**src/rtl/timer_keypad_ctrl.sv**
```systemverilog
// rtl/timer_keypad_ctrl.sv - keypad scan/debounce front-end and control FSM for the countdown timer (optional beep: TIMER_KEYPAD_BEEP_EN)
module timer_keypad_ctrl #(
  parameter int DEBOUNCE_CYCLES = 4,
  parameter int MAX_DIGITS      = 3
) (
  input  logic        clock,
  input  logic        clrn,
  input  logic [12:0] keys,
  input  logic        zero,
  output logic [3:0]  data,
  output logic        loadn,
  output logic        en,
  output logic        tclrn,
  output logic [1:0]  digit_cnt,
  output logic        busy
`ifdef TIMER_KEYPAD_BEEP_EN
  ,
  output logic        beep
`endif
);

  localparam logic [7:0] DEB  = 8'(DEBOUNCE_CYCLES);
  localparam logic [1:0] MAXD = 2'(MAX_DIGITS);

  localparam logic [3:0] K_START = 4'd10;
  localparam logic [3:0] K_STOP  = 4'd11;
  localparam logic [3:0] K_CLEAR = 4'd12;

  typedef enum logic [2:0] {
    S_IDLE,
    S_LOAD,
    S_RUN,
    S_PAUSE,
    S_DONE
  } state_t;

  logic [12:0] key_s1;
  logic [12:0] key_s2;
  logic [12:0] cand;
  logic [7:0]  deb_cnt;
  logic [12:0] stable_q;
  logic        ev_q;
  logic [3:0]  ev_idx_q;

  logic        valid;
  logic        cand_onehot;
  logic [3:0]  cand_idx;

  state_t      state_q;
  state_t      state_d;
  logic [3:0]  data_d;
  logic        loadn_d;
  logic        en_d;
  logic        tclrn_d;
  logic [1:0]  digit_cnt_d;
  logic        busy_d;

  logic        is_digit;
  logic        is_start;
  logic        is_stop;
  logic        is_clear;

  // Two-flop synchronizer on the raw key vector
  always_ff @(posedge clock or negedge clrn) begin
    if (!clrn) begin
      key_s1 <= '0;
      key_s2 <= '0;
    end else begin
      key_s1 <= keys;
      key_s2 <= key_s1;
    end
  end

  // Debounce: deb_cnt counts consecutive cycles the candidate vector has been unchanged
  always_ff @(posedge clock or negedge clrn) begin
    if (!clrn) begin
      cand    <= '0;
      deb_cnt <= '0;
    end else if (key_s2 != cand) begin
      cand    <= key_s2;
      deb_cnt <= 8'd1;
    end else if (deb_cnt != DEB) begin
      deb_cnt <= deb_cnt + 8'd1;
    end
  end

  assign valid       = (deb_cnt == DEB);
  assign cand_onehot = (cand != '0) && ((cand & (cand - 13'd1)) == '0);

  // Index of the set bit in the candidate vector (meaningful only when one-hot)
  always_comb begin
    cand_idx = 4'd0;
    for (int i = 0; i < 13; i++) begin
      if (cand[i]) cand_idx = 4'(i);
    end
  end

  // Press event: accepted vector moves from all-zero to exactly one bit set
  always_ff @(posedge clock or negedge clrn) begin
    if (!clrn) begin
      stable_q <= '0;
      ev_q     <= 1'b0;
      ev_idx_q <= '0;
    end else begin
      ev_q     <= valid && cand_onehot && (stable_q == '0);
      ev_idx_q <= cand_idx;
      if (valid) stable_q <= cand;
    end
  end

  assign is_digit = ev_q && (ev_idx_q <= 4'd9);
  assign is_start = ev_q && (ev_idx_q == K_START);
  assign is_stop  = ev_q && (ev_idx_q == K_STOP);
  assign is_clear = ev_q && (ev_idx_q == K_CLEAR);

  // State and registered outputs
  always_ff @(posedge clock or negedge clrn) begin
    if (!clrn) begin
      state_q   <= S_IDLE;
      data      <= '0;
      loadn     <= 1'b1;
      en        <= 1'b0;
      tclrn     <= 1'b1;
      digit_cnt <= '0;
      busy      <= 1'b0;
    end else begin
      state_q   <= state_d;
      data      <= data_d;
      loadn     <= loadn_d;
      en        <= en_d;
      tclrn     <= tclrn_d;
      digit_cnt <= digit_cnt_d;
      busy      <= busy_d;
    end
  end

  // Next state and next output values; clear overrides everything, zero beats stop in RUN
  always_comb begin
    state_d     = state_q;
    data_d      = data;
    loadn_d     = 1'b1;
    en_d        = en;
    tclrn_d     = 1'b1;
    digit_cnt_d = digit_cnt;
    if (is_clear) begin
      tclrn_d     = 1'b0;
      en_d        = 1'b0;
      digit_cnt_d = '0;
      state_d     = S_IDLE;
    end else begin
      case (state_q)
        S_IDLE: begin
          if (is_digit) begin
            data_d      = ev_idx_q;
            loadn_d     = 1'b0;
            digit_cnt_d = 2'd1;
            state_d     = S_LOAD;
          end
        end
        S_LOAD: begin
          if (is_digit) begin
            if (digit_cnt < MAXD) begin
              data_d      = ev_idx_q;
              loadn_d     = 1'b0;
              digit_cnt_d = digit_cnt + 2'd1;
            end
          end else if (is_start && !zero) begin
            en_d    = 1'b1;
            state_d = S_RUN;
          end
        end
        S_RUN: begin
          if (zero) begin
            en_d        = 1'b0;
            digit_cnt_d = '0;
            state_d     = S_DONE;
          end else if (is_stop) begin
            en_d    = 1'b0;
            state_d = S_PAUSE;
          end
        end
        S_PAUSE: begin
          if (is_start) begin
            en_d    = 1'b1;
            state_d = S_RUN;
          end
        end
        S_DONE: begin
          // A digit here starts a fresh entry directly
          if (is_digit) begin
            data_d      = ev_idx_q;
            loadn_d     = 1'b0;
            digit_cnt_d = 2'd1;
            state_d     = S_LOAD;
          end else if (is_start || is_stop) begin
            state_d = S_IDLE;
          end
        end
        default: begin
          en_d        = 1'b0;
          digit_cnt_d = '0;
          state_d     = S_IDLE;
        end
      endcase
    end
    busy_d = (state_d == S_RUN) || (state_d == S_PAUSE);
  end

`ifdef TIMER_KEYPAD_BEEP_EN
  logic [15:0] beep_cnt;

  // Beep for 2^16 cycles on entry to DONE; any press (including clear) silences it
  always_ff @(posedge clock or negedge clrn) begin
    if (!clrn) begin
      beep     <= 1'b0;
      beep_cnt <= '0;
    end else if ((state_d == S_DONE) && (state_q != S_DONE)) begin
      beep     <= 1'b1;
      beep_cnt <= 16'hFFFF;
    end else if (beep) begin
      if (ev_q || (beep_cnt == 16'd0)) begin
        beep <= 1'b0;
      end else begin
        beep_cnt <= beep_cnt - 16'd1;
      end
    end
  end
`endif

endmodule

```
**config.mk**
```make
export PLATFORM = sky130hd
export DESIGN_NAME = timer_keypad_ctrl
export DESIGN_NICKNAME = d
export VERILOG_FILES = /design/src/rtl/timer_keypad_ctrl.sv
export SDC_FILE = /design/constraint.sdc
export NUM_CORES = 1
export LEC_CHECK = 0
export BUFFER_PORTS_ARGS = -buffer_cell sky130_fd_sc_hd__clkbuf_2
export CAP_MARGIN = 20
export CORE_UTILIZATION = 63
export CTS_CLUSTER_DIAMETER = 200
export DETAILED_ROUTE_END_ITERATION = 10
export HOLD_SLACK_MARGIN = 0.06
export PLACE_DENSITY_LB_ADDON = 0.05
export SYNTH_ARGS = -nofsm -noshare
export SYNTH_HDL_FRONTEND = slang
export SYNTH_SLANG_ARGS = --single-unit
```
**constraint.sdc**
```tcl
create_clock -name clock -period 3.06 [get_ports clock]
set_input_delay 0.612 -clock clock [delete_from_list [all_inputs] [get_ports clock]]
set_output_delay 0.612 -clock clock [all_outputs]
set_load 0.01 [all_outputs]
```
==> flow_summary.yaml, run 1 <==
outcome:
  outcome: "finished clean"
place:
  hpwl_um: 3528
  gp_congestion: 0.8323
  portBuffers: 25
  dpl_worst_slack_ns: 0.8841
timing:
  fmax_mhz: 448.0
  fin_crit_sh: 0.7295
  drv_slew: 0
  setup_slack_ns: 0.8276
  fin_skew_ns: 0.01051
  relSlewSlack: 0.3799
  setup_viol: 0
  setup_tns_ns: 0
  hold_viol: 0
  rsz0062_at_grt: "false"
  tightest_slew_ns: 0.9301
  final.min_clock_period_ns: 2.232
worst_setup_path:
  critPathKind: "register to register"
  critPathMaxFanout: 20
  critPathRequiredTime_ns: 3.30
  crit_path_end_kind: "register"
  crit_start: "deb_cnt[0]"
  crit_slowest_cell: "or4_1"
  slowest_delay_ns: 0.53
  arrival_ns: 2.48
  path_cells: "inv_1, ha_1, nor4bb_1, nand2_1, buf_4, or4_1, nor4b_2"
  critPathLaunchType: "register"
  crit-reg2reg-launch: "deb_cnt[0]"
pwr:
  power.total_uw: 1933
  p_comb_frac: 0.036
  p_sw_frac: 0.2300
  powerDensity_nw_per_um2: 551.8
  p_switching_uw: 444.6
  p_leak_uw: 0.001580
  clkPwrFrac: 0.401
  p_int_uw: 1489
  ir_drop_mv: 0.8714
  power_frac_seq: 0.563
detailed_routing:
  drc: 0
  first_pass_iters: 4
  drtIter0Drc: 104
  wl_um: 5186
  vias: 1995
  routedWlPerCell_um: 14.65
  via_per_inst: 5.636
  ant_nets: 0
global_route:
  grt_max_degree: 79
  grt_pass1_vias: 1867
  grt_antenna_before_repair: 0
  grt_overflow: 0
  grt_use_total: 0.2244
  grt_pass1_wl_um: 8562
clock_tree:
  cts_buffers: 9
  cts_tree: "yes"
  cts_setup_buffers: 0
  cts_hold_buffers: 0
  h-tree-depth: 3
  cts_sinks: 78
  clockBufferDepth: 2
  clock_latency_ns: 0.35
  path_clk_slew_ns: 0.08
  post_cts_resized: 0
  cts_root_buffer: "clkbuf_8"
layout:
  diodes: 0
  areaGrowthSynthToFinish_pct: 11.02
  final_nets: 301
  drive_gt1_frac: 0.2056
min_path:
  hold_start: "key_s1[1]"
  holdCritPathClass: "register to register"
die:
  core-area_um2: 4786
  rows: 25
  die_w_um: 72.77
  io_pins: 26
  fp.dieH_um: 72.77
  die-area_um2: 5295
  start_util: 0.6593
synthesis:
  yosys.area.top_type_share: 0.6027
  ys_seq_area_frac: 0.6193
  syn_inst: 266
  synth_area_leaders: "dfrtp_1 60%, mux2_2 4.3%, xor2_1 3.3%"
  avgSynthCellArea_um2: 11.86
  ys_warn_count: 0
  synth_nets: 285
  synth_edf_count: 0
  ys.flop_type: "dfrtp_1"
  synth_area_um2: 3156
  synth_cell_type_count: 40
  synth_top_area_cell: "dfrtp_1"
  synth_seq_cells: 78
  async_reset_ff_frac: 1.000
job:
  max_cap_viol_count: 0
## power groups by stage
| stage | Combinational (µW) | Sequential [µW] | Clock, µW |
|---|---|---|---|
| after global routing | 78.2 | 1090 | 825 |
| after global placement | 70.5 | 1110 | 0 |
| after detailed placement | 70.7 | 1110 | 0 |
| after floorplan | 40.7 | 1100 | 0 |
| final | 69.0 | 1090 | 775 |
| after CTS | 70.6 | 1090 | 790 |
## layer usage
metal  up-vias  part of all wire  GRT usage  wire [µm]
met3        13             0.028    0.04972        143
met4         0             0.028     0.1111        147
li1        958                 -          -          -
met5         -                 0          0          0
met2        41              0.48     0.3499       2498
met1       983              0.46     0.3010       2396
## final timing paths
path                             end  slack (ns)  cells after the start
min in group asynchronous       busy        0.41                      1
max in group asynchronous    cand[5]        2.06                      1
min                        key_s2[1]        0.35                      0
min reg2reg                key_s2[1]        0.35                      0
max reg2reg                     ev_q        0.83                      7
max                             ev_q        0.83                      7
## sequential cells by signal, summed over array words and instances, names as in the netlist
name and flops:
busy 1, cand 13, data 4, deb_cnt 8
digit_cnt 2, en 1, ev_idx_q 4, ev_q 1
key_s1 13, key_s2 13, loadn 1, stable_q 13
state_q 3, tclrn 1
## cells in the mapped netlist (3+ instances only)
cell and number:
a211oi_1 4, a21oi_1 6, clkbuf_1 21, dfrtp_1 76, ha_1 3, inv_1 7
mux2_1 3, mux2_2 12, mux2i_1 4, nand2_1 16, nand2b_1 7, nand3_1 7
nor2_1 11, nor2b_1 3, nor3_1 15, nor4_1 6, nor4b_1 3, o21a_1 3
o21ai_0 10, or4_1 5, xnor2_1 6, xor2_1 12
## placed cells by master, fill, tap and decap left out, types with 3 or more instances in the layout
master / instances
a211oi_1: 4
a21oi_1: 6
buf_4: 3
clkbuf_2: 24
clkbuf_8: 10
dfrtp_1: 76
ha_1: 3
inv_1: 7
mux2_1: 3
mux2_2: 12
mux2i_1: 4
nand2_1: 16
nand2b_1: 7
nand3_1: 7
nor2_1: 11
nor2b_1: 3
nor3_1: 15
nor4_1: 6
nor4b_1: 3
o21a_1: 3
o21ai_0: 10
or4_1: 5
xnor2_1: 6
xor2_1: 12
## layout make-up
cell class / count / area (µm²)
clock buffer: 10 / 137.6
clock inverter: 6 / 67.56
fill: 346 / 1282
inverter: 7 / 26.28
multi-input combinational: 159 / 1091
sequential: 78 / 1954
tap: 67 / 83.83
timing repair buffer: 27 / 142.6
## kinds of logic after synthesis
| kind of cell | after synthesis | synth area share |
|---|---|---|
| and+or+nand+nor | 82 | 0.1420 |
| DFF | 78 | 0.6193 |
| adders and majority gates | 3 | 0.01190 |
| xor gates and xnor gates | 18 | 0.04996 |
| AOI/OAI and AO/OA | 37 | 0.07574 |
| muxes | 19 | 0.06622 |
| buffers and inverters | 29 | 0.03489 |
## stage by stage
step,util,hold slack [ns],area [µm²],instances
floorplan,-,0.3164,3156,266
finish,0.7320,0.3525,3503,354
global placement,0.6892,0.3324,3298,338
detailed placement,0.6892,0.3355,3298,338
CTS,0.7320,0.3525,3503,354
global route,0.7320,0.3527,3503,354
## critical path: cells and delay by family, from the launching register on
kind | cells | cell delay, ns
AND/OR/NAND/NOR | 4 | 1.23
flip-flops | 1 | 0.41
buffers and inverters | 2 | 0.34
adder cells (fa/ha/maj) | 1 | 0.15
(Power assumes the default switching activity.)
==> run 2, diff against run 1 <==
--- a/config.mk
+++ b/config.mk
@@ -5,9 +5,10 @@
 export SDC_FILE = /design/constraint.sdc
 export NUM_CORES = 1
 export LEC_CHECK = 0
+export ABC_AREA = 1
 export BUFFER_PORTS_ARGS = -buffer_cell sky130_fd_sc_hd__clkbuf_2
 export CAP_MARGIN = 20
-export CORE_UTILIZATION = 63
+export CORE_UTILIZATION = 59
 export CTS_CLUSTER_DIAMETER = 200
 export DETAILED_ROUTE_END_ITERATION = 10
 export HOLD_SLACK_MARGIN = 0.06
==> constraint.sdc (replaced) <==
create_clock -name clock -period 2.29 [get_ports clock]
set_input_delay 0.458 -clock clock [delete_from_list [all_inputs] [get_ports clock]]
set_output_delay 0.458 -clock clock [all_outputs]
set_load 0.01 [all_outputs]
==> flow_summary.yaml, run 2 <==
worst_setup_path:
  cpMostUsedCell: "nor2_1"
  crit_path_end_kind: "register"
  slowest_delay_ns: 0.40
  critPathMaxFanout: 19
  critPathKind: "register to register"
  reg2reg_to: "ev_q"
  arrival_ns: 1.84
  cp-endpoint: "ev_q"
  critPathRequiredTime_ns: 2.58
  critPathLaunchType: "register"
  path_cells: "inv_1, ha_1, nand2_2, nor2_4, buf_4, nand3_1, nor2_1, nand4_1, nor2_1"
  r2r_cells: 9
  crit-reg2reg-launch: "deb_cnt[1]"
  crit_slowest_cell: "dfrtp_1"
  crit_start: "deb_cnt[1]"
  r2r_slack_ns: 0.74
die:
  rows: 26
  die-area_um2: 5808
  io_pins: 26
  core-area_um2: 5205
  fp.dieH_um: 76.21
  die_w_um: 76.21
  start_util: 0.6243
clock_tree:
  h-tree-depth: 3
  cts_buffers: 9
  cts_tree: "yes"
  path_clk_slew_ns: 0.08
  post_cts_resized: 0
  clock_latency_ns: 0.35
  cts_root_buffer: "clkbuf_8"
  clockBufferDepth: 2
  cts_hold_buffers: 0
  cts_sinks: 78
  cts_setup_buffers: 0
synthesis:
  synth_cell_type_count: 29
  synthTopCellsByCount: "76 x dfrtp_1, 61 x nand2_1, 42 x inv_1"
  synth_area_leaders: "dfrtp_1 59%, nand2_1 7.0%, inv_1 4.9%"
  ys_warn_count: 0
  async_reset_ff_frac: 1.000
  syn_inst: 339
  yosys.area.top_type_share: 0.5853
  synth_nets: 358
  synth_seq_cells: 78
  synth_edf_count: 0
  avgSynthCellArea_um2: 9.585
  ys.flop_type: "dfrtp_1"
  synth_area_um2: 3249
  yosysMostFrequentCell: "dfrtp_1"
  synth_top_area_cell: "dfrtp_1"
  ys_seq_area_frac: 0.6015
timing:
  setup_tns_ns: 0
  relSlewSlack: 0.6745
  setup_slack_ns: 0.7359
  tightest_slew_ns: 0.4882
  fin_skew_ns: 0.008573
  final.min_clock_period_ns: 1.554
  fin_crit_sh: 0.6786
  setup_viol: 0
  rsz0062_at_grt: "false"
  drv_slew: 0
  hold_viol: 0
  fmax_mhz: 643.5
layout:
  layout_commonest_cell: "dfrtp_1"
  layout_common_cells: "76 x dfrtp_1, 61 x nand2_1, 42 x inv_1"
  drive_gt1_frac: 0.1863
  utilization: 0.6947
  final_nets: 379
  areaGrowthSynthToFinish_pct: 11.28
  diodes: 0
  filler_cell_count: 435
  final_cells: 435
place:
  dpl_worst_slack_ns: 0.7607
  hpwl_um: 3884
  gp_congestion: 0.8333
  place_inst: 419
  portBuffers: 25
pwr:
  powerDensity_nw_per_um2: 716.9
  power.total_uw: 2592
  ir_drop_mv: 0.5858
  p_leak_uw: 0.001716
global_route:
  grt_pass1_wl_um: 9756
  busiest_layer: "met2"
  grtUsageMet1: 0.2738
  globalRouteMet3Util: 0.05389
  grtUsageMet2: 0.3595
  grt_max_degree: 41
  grt_use_total: 0.2166
  grt_antenna_before_repair: 0
  grt_overflow: 0
  grt_pass1_vias: 2278
detailed_routing:
  drc: 0
  ant_nets: 0
  wl_um: 5356
  via_per_inst: 5.046
  first_pass_iters: 4
  vias: 2195
  routedWlPerCell_um: 12.31
  drtIter0Drc: 140
job:
  max_cap_viol_count: 0
min_path:
  holdCritPathClass: "input port to asynchronous set/reset pin"
outcome:
  outcome: "finished clean"
-- run 2: how the worst min path moves through the flow --
stage	startpoint	end	cells after the start
after global routing	clrn	stable_q[4]	1
after detailed placement	key_s1[12]	key_s2[12]	0
final	clrn	stable_q[5]	1
after global placement	key_s1[6]	key_s2[6]	0
after floorplan	clrn	busy	0
after CTS	clrn	stable_q[5]	1
-- run 2: kinds of logic after synthesis --
| family | Yosys count | synth area share |
|---|---|---|
| multiplexers | 3 | 0.01386 |
| adder cells (fa/ha/maj) | 3 | 0.01155 |
| flip-flops | 78 | 0.6015 |
| AND/OR/NAND/NOR | 146 | 0.2056 |
| XOR/XNOR | 13 | 0.03504 |
| AO/OA/AOI/OAI | 35 | 0.05699 |
| buffers and inverters | 61 | 0.07547 |
-- run 2: area by class of cell --
| cell class | count | area (µm²) | area share |
|---|---|---|---|
| clock inverter | 7 | 80.08 | 0.02215 |
| multi-input combinational | 200 | 1050 | 0.2903 |
| timing repair buffer | 27 | 155.1 | 0.04291 |
| tap | 70 | 87.58 | 0.02422 |
| clock buffer | 9 | 123.9 | 0.03426 |
| sequential | 78 | 1954 | 0.5405 |
| inverter | 44 | 165.2 | 0.04567 |
-- run 2: metrics by stage --
stage | hold WS (ns) | area, µm²
floorplan | 0.1624 | 3249
global placement | 0.3313 | 3412
detailed placement | 0.3347 | 3412
CTS | 0.07278 | 3616
global route | 0.09783 | 3616
finish | 0.05184 | 3616
-- run 2: worst max-delay path: cells and delay by family (launching register included) --
family	cells	cell delay, ns
AND/OR/NAND/NOR	6	0.61
flip-flops	1	0.40
buffers and inverters	2	0.33
adder cells (fa/ha/maj)	1	0.16
-- run 2: where the power goes --
group | leakage, µW | switching, µW | internal [µW]
clock | 0.0000968 | 522 | 516
sequential | 0.000977 | 34.4 | 1410
combinational | 0.000643 | 63.0 | 42.2
total | 0.00172 | 619 | 1970
-- run 2: metal layers --
metal	vias to the layer above	part of all wire	routed length, µm
li1	1099	-	-
met2	42	0.48	2597
met3	6	0.035	188
met5	-	0	0
met1	1048	0.47	2515
met4	0	0.010	55
